`config.mk`:
```
export PLATFORM = sky130hd
export DESIGN_NAME = vermibus_interconnect_flat
export DESIGN_NICKNAME = d
export VERILOG_FILES = /design/src/rtl/vermibus_if.sv /design/src/rtl/vermibus_interconnect.sv /design/src/flat_wrapper.sv
export SDC_FILE = /design/constraint.sdc
export NUM_CORES = 1
export LEC_CHECK = 0
export ABC_AREA = 1
export BUFFER_PORTS_ARGS = -buffer_cell sky130_fd_sc_hd__clkbuf_2
export CORE_AREA = 3 3 122 124
export DETAILED_ROUTE_END_ITERATION = 12
export DIE_AREA = 0 0 125 127
export GPL_TIMING_DRIVEN = 0
export PLACE_DENSITY = 0.6
export SYNTH_ARGS = -nofsm -noshare
export SYNTH_HDL_FRONTEND = slang
export SYNTH_SLANG_ARGS = --single-unit
```
`constraint.sdc`:
```
create_clock -name clk -period 4.25 [get_ports clk]
set_input_delay 0.2125 -clock clk [delete_from_list [all_inputs] [get_ports clk]]
set_output_delay 0.2125 -clock clk [all_outputs]
set_load 0.05 [all_outputs]
```
`src/rtl/vermibus_if.sv`:
```
// Bus bundle between the CPU, the interconnect and its device ports.
// The slave modport is the interconnect's view; master is the CPU/device side.
interface vermibus_if #(
  parameter int NUM_DEVICES = 4
);
  logic                         m_valid;
  logic [31:0]                  m_address;
  logic [3:0]                   m_wstrobe;
  logic [31:0]                  m_wdata;
  logic [31:0]                  m_rdata;
  logic                         m_ready;
  logic                         m_irq;
  logic [NUM_DEVICES-1:0]       s_valid;
  logic [31:0]                  s_address;
  logic [3:0]                   s_wstrobe;
  logic [31:0]                  s_wdata;
  logic [NUM_DEVICES-1:0][31:0] s_rdata;
  logic [NUM_DEVICES-1:0]       s_ready;
  logic [NUM_DEVICES-1:0]       s_irq;

  modport slave (
    input  m_valid, m_address, m_wstrobe, m_wdata,
    output m_rdata, m_ready, m_irq,
    output s_valid, s_address, s_wstrobe, s_wdata,
    input  s_rdata, s_ready, s_irq
  );

  modport master (
    output m_valid, m_address, m_wstrobe, m_wdata,
    input  m_rdata, m_ready, m_irq,
    input  s_valid, s_address, s_wstrobe, s_wdata,
    output s_rdata, s_ready, s_irq
  );
endinterface

```
`src/rtl/vermibus_interconnect.sv`:
```
// Single-master, N-device region decoder with timeout abort, error capture and IRQ masking.
// Device accesses add no latency; internal/unmapped accesses take one wait state.
module vermibus_interconnect #(
  parameter int                          NUM_DEVICES    = 4,
  // Entry i (index 0 = least significant byte) is the region of device i.
  parameter logic [NUM_DEVICES-1:0][7:0] DEV_REGION     = {8'h82, 8'h81, 8'h80, 8'h00},
  parameter logic [7:0]                  CTRL_REGION    = 8'hFF,
  parameter int                          TIMEOUT_CYCLES = 255
) (
  input logic       clk,
  input logic       reset,
  vermibus_if.slave bus
);
  localparam int CW = (TIMEOUT_CYCLES > 0) ? $clog2(TIMEOUT_CYCLES + 1) : 1;
  localparam int DW = (NUM_DEVICES > 1) ? $clog2(NUM_DEVICES) : 1;

  typedef enum logic [1:0] {IDLE, WAIT, LOCAL, ABORT} state_t;

  state_t                 state_q, state_d;
  logic [CW-1:0]          cnt_q, cnt_d;
  logic [NUM_DEVICES-1:0] irq_en_q;
  logic [1:0]             err_q;
  logic [31:0]            err_addr_q;

  logic [7:0]    region;
  logic          is_ctrl;
  logic          dev_hit;
  logic [DW-1:0] dev_idx;
  logic [31:0]   reg_rdata;

  assign region        = bus.m_address[31:24];
  assign bus.s_address = bus.m_address;
  assign bus.s_wstrobe = bus.m_wstrobe;
  assign bus.s_wdata   = bus.m_wdata;
  assign bus.m_irq     = |(bus.s_irq & irq_en_q);

  // Scan downwards so the lowest matching entry wins; the control region overrides all.
  always_comb begin
    is_ctrl = (region == CTRL_REGION);
    dev_hit = 1'b0;
    dev_idx = '0;
    for (int i = NUM_DEVICES - 1; i >= 0; i--) begin
      if (region == DEV_REGION[i]) begin
        dev_hit = 1'b1;
        dev_idx = DW'(i);
      end
    end
    if (is_ctrl) dev_hit = 1'b0;
  end

  always_comb begin
    reg_rdata = '0;
    case (bus.m_address[3:2])
      2'd0:    reg_rdata = 32'(bus.s_irq);
      2'd1:    reg_rdata = 32'(irq_en_q);
      2'd2:    reg_rdata = {30'b0, err_q};
      default: reg_rdata = err_addr_q;
    endcase
  end

  always_ff @(posedge clk or negedge reset) begin
    if (!reset) begin
      state_q <= IDLE;
      cnt_q   <= '0;
    end else begin
      state_q <= state_d;
      cnt_q   <= cnt_d;
    end
  end

  always_comb begin
    state_d     = state_q;
    cnt_d       = cnt_q;
    bus.s_valid = '0;
    bus.m_ready = 1'b0;
    bus.m_rdata = '0;
    case (state_q)
      IDLE: begin
        if (bus.m_valid) begin
          if (dev_hit) begin
            bus.s_valid[dev_idx] = 1'b1;
            bus.m_ready          = bus.s_ready[dev_idx];
            bus.m_rdata          = bus.s_rdata[dev_idx];
            if (!bus.s_ready[dev_idx]) begin
              state_d = WAIT;
              cnt_d   = CW'(1);
            end
          end else begin
            state_d = LOCAL;
          end
        end
      end
      WAIT: begin
        bus.s_valid[dev_idx] = 1'b1;
        bus.m_ready          = bus.s_ready[dev_idx];
        bus.m_rdata          = bus.s_rdata[dev_idx];
        if (bus.s_ready[dev_idx]) begin
          state_d = IDLE;
          cnt_d   = '0;
        end else if (TIMEOUT_CYCLES != 0) begin
          if (cnt_q == CW'(TIMEOUT_CYCLES)) state_d = ABORT;
          else                              cnt_d   = cnt_q + CW'(1);
        end
      end
      LOCAL: begin
        bus.m_ready = 1'b1;
        if (is_ctrl && bus.m_wstrobe == 4'b0) bus.m_rdata = reg_rdata;
        state_d = IDLE;
      end
      default: begin
        bus.m_ready = 1'b1;
        state_d     = IDLE;
        cnt_d       = '0;
      end
    endcase
    // While reset is held the CPU may still present a request; keep everything quiet.
    if (!reset) begin
      bus.s_valid = '0;
      bus.m_ready = 1'b0;
      bus.m_rdata = '0;
    end
  end

  always_ff @(posedge clk or negedge reset) begin
    if (!reset) begin
      irq_en_q   <= '0;
      err_q      <= '0;
      err_addr_q <= '0;
    end else if (state_q == LOCAL) begin
      if (is_ctrl) begin
        if (bus.m_wstrobe[0]) begin
          case (bus.m_address[3:2])
            2'd1:    irq_en_q <= bus.m_wdata[NUM_DEVICES-1:0];
            2'd2:    err_q    <= err_q & ~bus.m_wdata[1:0];
            default: ;
          endcase
        end
      end else begin
        err_q[0]   <= 1'b1;
        err_addr_q <= bus.m_address;
      end
    end else if (state_q == ABORT) begin
      err_q[1]   <= 1'b1;
      err_addr_q <= bus.m_address;
    end
  end
endmodule

```
`src/flat_wrapper.sv`:
```
// flat-port wrapper written by rule: the top's interface ports become plain ports
module vermibus_interconnect_flat 
#(
  parameter int                          NUM_DEVICES    = 4,
                                                                          
  parameter logic [NUM_DEVICES-1:0][7:0] DEV_REGION     = {8'h82, 8'h81, 8'h80, 8'h00},
  parameter logic [7:0]                  CTRL_REGION    = 8'hFF,
  parameter int                          TIMEOUT_CYCLES = 255
)
  (clk, reset, bus_m_valid, bus_m_address, bus_m_wstrobe, bus_m_wdata, bus_m_rdata, bus_m_ready, bus_m_irq, bus_s_valid, bus_s_address, bus_s_wstrobe, bus_s_wdata, bus_s_rdata, bus_s_ready, bus_s_irq);
  vermibus_if #(.NUM_DEVICES(NUM_DEVICES)) bus_i ();
  input logic clk;
  input logic reset;
  input wire logic [$bits(bus_i.m_valid)-1:0] bus_m_valid;
  input wire logic [$bits(bus_i.m_address)-1:0] bus_m_address;
  input wire logic [$bits(bus_i.m_wstrobe)-1:0] bus_m_wstrobe;
  input wire logic [$bits(bus_i.m_wdata)-1:0] bus_m_wdata;
  output wire logic [$bits(bus_i.m_rdata)-1:0] bus_m_rdata;
  output wire logic [$bits(bus_i.m_ready)-1:0] bus_m_ready;
  output wire logic [$bits(bus_i.m_irq)-1:0] bus_m_irq;
  output wire logic [$bits(bus_i.s_valid)-1:0] bus_s_valid;
  output wire logic [$bits(bus_i.s_address)-1:0] bus_s_address;
  output wire logic [$bits(bus_i.s_wstrobe)-1:0] bus_s_wstrobe;
  output wire logic [$bits(bus_i.s_wdata)-1:0] bus_s_wdata;
  input wire logic [$bits(bus_i.s_rdata)-1:0] bus_s_rdata;
  input wire logic [$bits(bus_i.s_ready)-1:0] bus_s_ready;
  input wire logic [$bits(bus_i.s_irq)-1:0] bus_s_irq;
  assign bus_i.m_valid = bus_m_valid;
  assign bus_i.m_address = bus_m_address;
  assign bus_i.m_wstrobe = bus_m_wstrobe;
  assign bus_i.m_wdata = bus_m_wdata;
  assign bus_m_rdata = bus_i.m_rdata;
  assign bus_m_ready = bus_i.m_ready;
  assign bus_m_irq = bus_i.m_irq;
  assign bus_s_valid = bus_i.s_valid;
  assign bus_s_address = bus_i.s_address;
  assign bus_s_wstrobe = bus_i.s_wstrobe;
  assign bus_s_wdata = bus_i.s_wdata;
  assign bus_i.s_rdata = bus_s_rdata;
  assign bus_i.s_ready = bus_s_ready;
  assign bus_i.s_irq = bus_s_irq;
  vermibus_interconnect #(.NUM_DEVICES(NUM_DEVICES), .DEV_REGION(DEV_REGION), .CTRL_REGION(CTRL_REGION), .TIMEOUT_CYCLES(TIMEOUT_CYCLES)) u_core (.clk(clk), .reset(reset), .bus(bus_i));
endmodule
```
==> impl_metrics.env <==
export IMPL_yosys_area_share_xor_xnor_pct=0.4050
export IMPL_synth_compound_area_share_pct=15.88
export IMPL_crit_type="flop to output port"
export IMPL_antenna_found_initial=0
export IMPL_final_util_pct=44.64
export IMPL_synth_top_family_by_area="simple AND/OR/NAND/NOR gates"
export IMPL_grt_max_degree=51
export IMPL_endpoint_kind="output port"
export IMPL_min_to="u_core.err_addr_q[1]$_DFFE_PN0P_"
export IMPL_yosys_top_cells_area="dfrtp_1 28%, nand2_1 17%, buf_4 12%"
export IMPL_seqPwrFrac_pct=34.3
export IMPL_fin_crit_sh_pct=64.18
export IMPL_drt_vias_per_instance=4.530
export IMPL_worst_slew_pin_slew_ps=622.1
export IMPL_cts_htree_levels=2
export IMPL_synth_area_mux_share_pct=0.7810
export IMPL_routed_wl_mm=17.52
export IMPL_fp_dieH_um=127
export IMPL_cts_tree="yes"
export IMPL_synth_simple_area_share_pct=32.95
export IMPL_postPlaceCellArea_um2=5972
export IMPL_max_freq_mhz=366.6
export IMPL_combPwrFrac_pct=40.9
export IMPL_drc=0
export IMPL_status="completed"
export IMPL_swShare_pct=39.16
export IMPL_cp_start_kind="flop"
export IMPL_core_area_um2=13880
export IMPL_postCtsSetupBuffers=0
export IMPL_cts_clk_slew_worst_paths_ps=70
export IMPL_max_cap_violations=0
export IMPL_reg2reg_depth=11
export IMPL_synth_seq_cells=48
export IMPL_postCtsResizedCells=0
export IMPL_avgSynthCellArea_um2=6.408
export IMPL_rsz0062_at_grt="no"
export IMPL_portBuffers=284
export IMPL_regToRegSetupSlack_ps=2500
export IMPL_internal_power_mw=1.285
export IMPL_crit_reg2reg_launch="u_core.cnt_q[0]$_DFFE_PN0P_"
export IMPL_final_hold_violation_count=0
export IMPL_placementRows=43
export IMPL_cts_sink_count=48
export IMPL_drtPass1Iterations=5
export IMPL_final_common_cell="clkbuf_2"
export IMPL_leakagePower_nw=3.536
export IMPL_syn_nets=883
export IMPL_die_width_um=125
export IMPL_yosysTopAreaCell="dfrtp_1"
export IMPL_ys_types=34
export IMPL_finalSetupViolations=0
export IMPL_cts_buffer_depth=2
export IMPL_gp_congestion=0.8949
export IMPL_slowest_stage="dfrtp_1"
export IMPL_worstPathBufferInverterCount=1
export IMPL_track_usage_pct=21.06
export IMPL_final_nets=1176
export IMPL_required_ps=4040
export IMPL_ir_worst_vdd_mv=0.1745
export IMPL_hp_start="bus_m_address[1]"
export IMPL_hold_depth=3
export IMPL_seq_area_frac_synth_pct=27.77
export IMPL_mostFrequentLayoutCells="283 x clkbuf_2, 197 x nand2_1, 71 x buf_4"
export IMPL_overflow=0
export IMPL_crit_path_cell_trace="nor2_1 > nand3_2 > nand2_2 > nand3_1 > nor3_1 > clkbuf_2"
export IMPL_min_period_ps=2727
export IMPL_cp_max_fo=7
export IMPL_clock_root_buffer="clkbuf_16"
export IMPL_max_slew_margin_pct=58.53
export IMPL_grt_pass1_vias=4963
export IMPL_stdcell_area_um2=6196
export IMPL_clkPwrFrac_pct=24.7
export IMPL_dieArea_um2=15880
export IMPL_worstSkewPairLatency_ps=290
export IMPL_syn_to_final_growth_pct=43.25
export IMPL_power_mw=2.113
export IMPL_ios=313
export IMPL_hold_buffers=0
export IMPL_arrival_ps=2510
export IMPL_syn_area_um2=4325
export IMPL_grt_pass1_wl_mm=26.83
export IMPL_num_antenna_cells=0
export IMPL_postRouteAntennaNets=0
export IMPL_hold_class="input port to flop"
export IMPL_dp_hpwl_mm=14.51
export IMPL_yosysTopAreaCellShare_pct=27.77
export IMPL_wl_per_cell_um=15.25
export IMPL_drt_initial_drc_count=223
export IMPL_fin_skew_ps=4.387
export IMPL_start_util_pct=31.16
export IMPL_vias=5205
export IMPL_drive_gt1_share_pct=41.80
export IMPL_synth_warnings=0
export IMPL_netlist_instances=675
export IMPL_path_delay_family="simple AND/OR/NAND/NOR gates"
export IMPL_p_per_area_nw_per_um2=341.0
export IMPL_synth_fa_ha_area_share_pct=0.2893
export IMPL_critPathMaxStageDelay_ps=470
export IMPL_reg2reg_to="u_core.cnt_q[7]$_DFFE_PN0P_"
export IMPL_cts_buffers=5
export IMPL_finalMaxSlewViolations=0
export IMPL_setup_tns_ps=0
export IMPL_power_switching_mw=0.8274
logic make-up after synthesis:
kind of cell / Yosys count
DFF: 48
AOI/OAI and AO/OA: 123
muxes: 3
buffers and inverters: 165
and+or+nand+nor: 333
adders and majority gates: 1
xor gates and xnor gates: 2
worst register-to-register path, delay by kind of cell (launching register included):
kind	cells	cell delay (ps)
simple gates	9	1060
flops	1	390
fa+ha+maj	1	170
buf+inv	1	80
layer usage:
layer	share of wire, %	up-vias	GRT usage, %
met3	6.2	15	3.595
met5	0	-	0
met1	45	2292	28.56
li1	-	2705	-
met4	1.4	0	4.783
met2	47	193	35.34
cells in the mapped netlist (all sizes together):
master and n:
o22ai 32, nand4 7, buf 88, a21oi 43, nand3 46, clkbuf 9
or2 3, inv 68, o211ai 6, o2111ai 2, a31o 1, xor2 2
nor3 3, mux2 3, and3 1, ha 1, nor4 1, dfrtp 48
o21ai 39, nand2 203, nor2 69
cell type report:
class	count	area, um^2
flip-flops and latches	48	1201
fillers	1524	7685
plain buffers	97	693.2
multi-input cells	462	2176
well taps	180	225.2
repair buffers	286	1451
inverters	68	255.2
clock inverters	3	68.82
clock buffers	5	125.1
worst max-delay path by stage:
stage / from / end / slack [ps] / depth (start not counted)
5_1_grt: u_core.state_q[1]$_DFFE_PN0P_ / bus_s_valid[1] / 1400 / 6
3_5_place_dp: reset / bus_m_rdata[25] / 1400 / 5
3_3_place_gp: reset / bus_m_rdata[7] / 1410 / 5
6_report: u_core.state_q[1]$_DFFE_PN0P_ / bus_s_valid[1] / 1520 / 6
4_1_cts: reset / bus_m_rdata[25] / 1380 / 5
2_1_floorplan: u_core.state_q[0]$_DFFE_PN0P_ / bus_s_valid[1] / 1860 / 5
power groups by stage:
stage               Clock (mW)  Sequential, mW  Combinational, mW
floorplan                    0           0.703              0.612
global placement             0           0.731              0.854
detailed placement           0           0.735              0.866
CTS                      0.534           0.726              0.870
global route             0.555           0.752              0.971
finish                   0.522           0.726              0.865
per-stage QoR:
step | setup slack (ps) | hold slack (ps) | std cells
5_1_grt | 1400 | 150.5 | 1149
2_1_floorplan | 1856 | -83.09 | 675
4_1_cts | 1383 | 129.9 | 1147
6_report | 1523 | 134.9 | 1149
3_3_place_gp | 1414 | 432.4 | 1139
3_5_place_dp | 1397 | 436.0 | 1139
flip-flops by register name, summed over array words and instances (netlist names):
signal	cells
u_core.err_addr_q	32
u_core.cnt_q	8
u_core.irq_en_q	4
u_core.err_q	2
u_core.state_q	2
(Power assumes the default switching activity.)
